File: config.mk
export PLATFORM = sky130hd
export DESIGN_NAME = sort_input_packer
export DESIGN_NICKNAME = d
export VERILOG_FILES = /design/src/rtl/sort_input_packer_pkg.sv /design/src/rtl/sort_input_packer.sv
export SDC_FILE = /design/constraint.sdc
export NUM_CORES = 1
export LEC_CHECK = 0
export BUFFER_PORTS_ARGS = -buffer_cell sky130_fd_sc_hd__buf_2
export CAP_MARGIN = 20
export CORE_MARGIN = 1
export CORE_UTILIZATION = 56
export CTS_CLUSTER_DIAMETER = 120
export CTS_CLUSTER_SIZE = 8
export DETAILED_ROUTE_END_ITERATION = 7
export PLACE_DENSITY_LB_ADDON = 0.05
export RECOVER_POWER = 25
export SLEW_MARGIN = 10
export SYNTH_ARGS = -nofsm -noshare
export SYNTH_HDL_FRONTEND = slang
export SYNTH_SLANG_ARGS = --single-unit
File: constraint.sdc
create_clock -name clk -period 2.3 [get_ports clk]
set_clock_uncertainty 0.15 [all_clocks]
set_input_delay 0.46 -clock clk [delete_from_list [all_inputs] [get_ports clk]]
set_output_delay 0.46 -clock clk [all_outputs]
set_load 0.1 [all_outputs]
File: src/rtl/sort_input_packer_pkg.sv
// Shared constants for the sort input packer and the bubble-sort pipeline it feeds.
// Holds the byte width, default frame geometry and the packer state encoding.
package sort_input_packer_pkg;

   localparam int BYTE_W = 8;
   localparam int DEF_INPUT_NUM = 8;
   localparam logic [BYTE_W-1:0] DEF_PAD_VAL = 8'hFF;
   localparam int DEF_CNT_W = 16;

   localparam logic [1:0] ST_IDLE = 2'd0;
   localparam logic [1:0] ST_FILL = 2'd1;
   localparam logic [1:0] ST_EMIT = 2'd2;

   typedef enum logic [1:0] {
      IDLE = ST_IDLE,
      FILL = ST_FILL,
      EMIT = ST_EMIT
   } pack_state_t;

endpackage

File: src/rtl/sort_input_packer.sv
// Assembles a valid/ready byte stream into INPUT_NUM-byte frames for the sorter,
// padding early-terminated frames and strobing each completed frame for one cycle.
module sort_input_packer
   import sort_input_packer_pkg::*;
#(
   parameter int INPUT_NUM = DEF_INPUT_NUM,
   parameter logic [BYTE_W-1:0] PAD_VAL = DEF_PAD_VAL,
   parameter int CNT_W = DEF_CNT_W
) (
   input  logic                        clk,
   input  logic                        rst,
   input  logic [BYTE_W-1:0]           byte_in,
   input  logic                        byte_valid,
   input  logic                        byte_last,
   output logic                        byte_ready,
   output logic [BYTE_W*INPUT_NUM-1:0] data_out,
   output logic                        cks_out,
   output logic                        short_frame,
   output logic [CNT_W-1:0]            frame_cnt
);

   localparam int VEC_W = BYTE_W * INPUT_NUM;
   localparam int IDX_W = (INPUT_NUM > 1) ? $clog2(INPUT_NUM) : 1;
   localparam logic [IDX_W-1:0] LAST_IDX = IDX_W'(INPUT_NUM - 1);

   pack_state_t       state;
   logic [IDX_W-1:0]  idx;
   logic [VEC_W-1:0]  asm_vec;

   logic              accept;
   logic              at_end;
   logic              done;
   logic              pad_tail;
   logic [VEC_W-1:0]  nxt_vec;

   // Writes byte b into the given slot; when pad is set every later slot becomes PAD_VAL.
   function automatic logic [VEC_W-1:0] pack_slot(
      input logic [VEC_W-1:0]  vec,
      input logic [IDX_W-1:0]  slot,
      input logic [BYTE_W-1:0] b,
      input logic              pad
   );
      logic [VEC_W-1:0] r;
      r = vec;
      for (int k = 0; k < INPUT_NUM; k++) begin
         if (k == int'(slot)) begin
            r[k*BYTE_W +: BYTE_W] = b;
         end else if (pad && (k > int'(slot))) begin
            r[k*BYTE_W +: BYTE_W] = PAD_VAL;
         end else begin
            r[k*BYTE_W +: BYTE_W] = vec[k*BYTE_W +: BYTE_W];
         end
      end
      return r;
   endfunction

   // Handshake decode and next assembled vector including the incoming byte.
   always_comb begin
      accept   = byte_valid && byte_ready;
      at_end   = (idx == LAST_IDX);
      done     = accept && (byte_last || at_end);
      pad_tail = byte_last && !at_end;
      nxt_vec  = pack_slot(asm_vec, idx, byte_in, pad_tail);
   end

   // Frame assembly FSM with registered strobe, ready and counter outputs.
   always_ff @(posedge clk or negedge rst) begin
      if (!rst) begin
         state       <= IDLE;
         idx         <= '0;
         asm_vec     <= '0;
         data_out    <= '0;
         cks_out     <= 1'b0;
         short_frame <= 1'b0;
         frame_cnt   <= '0;
         byte_ready  <= 1'b0;
      end else begin
         case (state)
            IDLE, FILL: begin
               if (done) begin
                  data_out    <= nxt_vec;
                  cks_out     <= 1'b1;
                  short_frame <= pad_tail;
                  frame_cnt   <= frame_cnt + CNT_W'(1);
                  byte_ready  <= 1'b0;
                  asm_vec     <= '0;
                  idx         <= '0;
                  state       <= EMIT;
               end else if (accept) begin
                  asm_vec     <= nxt_vec;
                  idx         <= idx + IDX_W'(1);
                  cks_out     <= 1'b0;
                  short_frame <= 1'b0;
                  byte_ready  <= 1'b1;
                  state       <= FILL;
               end else begin
                  cks_out     <= 1'b0;
                  short_frame <= 1'b0;
                  byte_ready  <= 1'b1;
               end
            end
            EMIT: begin
               cks_out     <= 1'b0;
               short_frame <= 1'b0;
               byte_ready  <= 1'b1;
               asm_vec     <= '0;
               idx         <= '0;
               state       <= IDLE;
            end
            default: begin
               cks_out     <= 1'b0;
               short_frame <= 1'b0;
               byte_ready  <= 1'b0;
               asm_vec     <= '0;
               idx         <= '0;
               state       <= IDLE;
            end
         endcase
      end
   end

endmodule

==> results.py <==
metrics = {
    "global_routing": {
        "grt_antenna_before_repair": 0,
        "grt_pass1_wl_um": 23600,
        "grtUsageTotal_pct": 28.0,
        "grt.overflow.total": 0,
        "grt_pass1_vias": 4536,
        "grt_max_degree": 58,
    },
    "synth": {
        "yosys-top-cells-area": "dfrtp_1, nand2_1, o21ai_1",
        "synth-seq-cells": 144,
        "ys_types": 41,
        "syn_avg_cell_area_um2": 10.5,
        "synth_edf_count": 0,
        "synth_area_um2": 5940,
        "yosysSeqAreaShare_pct": 60.6,
        "synth_most_common_cell": "dfrtp_1",
        "async_flop_share_pct": 100,
        "synth_top_area_share_pct": 60.6,
        "syn_inst": 566,
        "synth_largest_area_cell": "dfrtp_1",
        "synth_warnings": 0,
        "yosys_most_used_dff": "dfrtp_1",
        "synthTopCellsByCount": "dfrtp_1, nand2_1, o21ai_1, o22ai_1, o21ai_0",
        "synth_fp_nets": 585,
    },
    "setup_path": {
        "cp_common_cell": "ha_1",
        "reg2regPathDepth": 6,
        "crit_type": "reg -> reg",
        "crit_path_cell_trace": "ha_1 > ha_1 > nand2b_2 > o21ai_2 > o22ai_1 > o21ai_0",
        "required_ps": 2600,
        "ff2ff_setup_slack_ps": 120,
        "arrival_ps": 2480,
        "slowest_stage": "dfrtp_1",
        "crit_path_end_kind": "flip-flop",
        "crit_fanout": 8,
        "crit_path_start_kind": "flip-flop",
        "cpPeakStageDelay_ps": 380,
    },
    "die": {
        "io_pins": 95,
        "fp.dieW_um": 105,
        "initial_utilization_pct": 57.6,
        "die_height_um": 105,
        "die_area_um2": 11000,
        "fp-row-count": 37,
        "core_area_um2": 10300,
    },
    "clock_tree": {
        "cts_buffer_depth": 2,
        "cts_buffers": 17,
        "cts_tree": "yes",
        "htree_num_levels": 4,
        "cts-root-buf": "clkbuf_8",
        "path_clk_slew_ps": 60,
        "clk_latency_ps": 520,
        "cts_sinks": 144,
    },
    "drt": {
        "wire_per_inst_um": 17.9,
        "wl_um": 14400,
        "dr.pass1.iters": 5,
        "vias": 4673,
        "viasPerCell": 5.79,
        "drc": 0,
        "drt_iter0_markers": 322,
        "ant_nets": 0,
    },
    "layout": {
        "fin_nets": 677,
        "ff_latch_area_um2": 3600,
        "syn_to_final_growth_pct": 21.0,
        "diodes": 0,
        "multiInputGateArea_um2": 2180,
        "drive_above_1_share_pct": 23.1,
        "fill_cells": 809,
        "fin_util_pct": 69.7,
    },
    "sta": {
        "max-slew-margin-rel_pct": 13.7,
        "worst_pin_slew_ps": 1290,
        "slew_violations": 0,
        "maxClockFrequency_mhz": 459,
        "fin_ws_ps": 121,
        "fin_crit_ps": 2180,
        "rsz0062_at_grt": "no",
        "post-route-period-util_pct": 94.7,
        "finalSetupTns_ps": 0,
        "final_hold_viol_count": 0,
        "setup_viol": 0,
    },
    "worst_hold_path": {
        "hold_depth": 3,
        "worstHoldPathType": "in -> reg",
    },
    "pwr": {
        "ir_drop_mv": 0.812,
        "p_leak_nw": 3.42,
        "power_mw": 9.67,
        "powerDensity_nw_per_um2": 1340,
    },
    "job": {
        "max_cap_viol_count": 0,
    },
    "placement": {
        "dpl.hpwl_um": 9180,
        "pre_cts_ws_ps": 94.0,
        "port_buffers": 94,
        "place_congestion": 0.829,
    },
    "outcome": {
        "status": "finished clean",
    },
}
final timing paths:
kind / startpoint / end
min in group asynchronous: rst / data_out[11]$_DFFE_PN0P_
hold reg to reg: state[0]$_DFFE_PN0P_ / byte_ready$_DFF_PN0_
setup reg to reg: idx[0]$_DFFE_PN0P_ / asm_vec[48]$_DFFE_PN0P_
hold / removal: byte_valid / short_frame$_DFF_PN0_
max in group asynchronous: rst / asm_vec[30]$_DFFE_PN0P_
setup / recovery: idx[0]$_DFFE_PN0P_ / asm_vec[48]$_DFFE_PN0P_
metrics by stage:
stage	area, um^2	std cells	hold WS (ps)
6_report	7190	807	165
5_1_grt	7190	807	163
4_1_cts	7180	806	138
3_5_place_dp	6580	773	285
3_3_place_gp	6580	773	277
2_1_floorplan	5940	566	14.4
critical path, delay by kind of cell (launching register included):
family / cells / cell delay (ps)
flops: 1 / 380
compound gates: 3 / 740
fa+ha+maj: 2 / 530
simple gates: 1 / 310
final cells by class:
class	count	share of cell area, %
inverters	6	0.313
repair buffers	110	8.78
multi-input cells	379	30.3
clock inverters	11	1.91
flip-flops and latches	144	50.1
clock buffers	21	6.24
well taps	136	2.37
sequential cells by signal, indices dropped and copies added, names as in the netlist:
signal,cells
asm_vec,56
state,2
short_frame,1
byte_ready,1
cks_out,1
idx,3
data_out,64
frame_cnt,16
routing by layer:
layer / GRT usage, % / share of wire (%)
met1: 38.4 / 44
met5: 0 / 0
met2: 44.3 / 49
met3: 5.30 / 5.8
met4: 11.5 / 1.9
power by group:
group | internal, mW | total, mW | switching, mW
sequential | 2.99 | 3.26 | 0.275
combinational | 0.585 | 3.70 | 3.11
clock | 1.70 | 2.71 | 1.01
total | 5.27 | 9.67 | 4.40
timing repair:
item                       4_1_cts  5_1_grt
pin swaps                        0        2
hold buffers                     1        0
setup buffers                    0        1
setup endpoints to repair        1       37
hold endpoints to repair        48        0
resized for setup                1        5
placed cells by master (no fill, tap or decap), types with 3 or more instances in the layout:
cell        netlist  routed
and3_1            3       3
mux2i_1           8       8
nand4_1           3       3
dfrtp_1         144     144
a21o_1            3       3
nand3_1           7       7
clkbuf_8          0       3
nor3_1            3       3
bufinv_16         0       3
xnor2_1          12      12
clkinvlp_4        0       3
o22ai_1          39      39
buf_2             7      93
inv_1             5       5
clkinv_2          0       5
ha_1              7       7
clkbuf_16         0      16
a22o_1           15      15
o22a_1            8       8
nor2_1            5       4
xor2_1            3       3
buf_12            0       3
nand2_1         119     119
o21ai_0          38      38
a21oi_1          13      13
buf_4             6      10
o21ai_1          67      67
logic make-up after synthesis:
logic type / Yosys count / share of synthesized area, %
and+or+nand+nor: 155 / 11.7
xor gates and xnor gates: 15 / 2.21
buffers and inverters: 43 / 3.24
DFF: 144 / 60.6
AOI/OAI and AO/OA: 194 / 19.4
adders and majority gates: 7 / 1.47
muxes: 8 / 1.35
(Power assumes the default switching activity.)
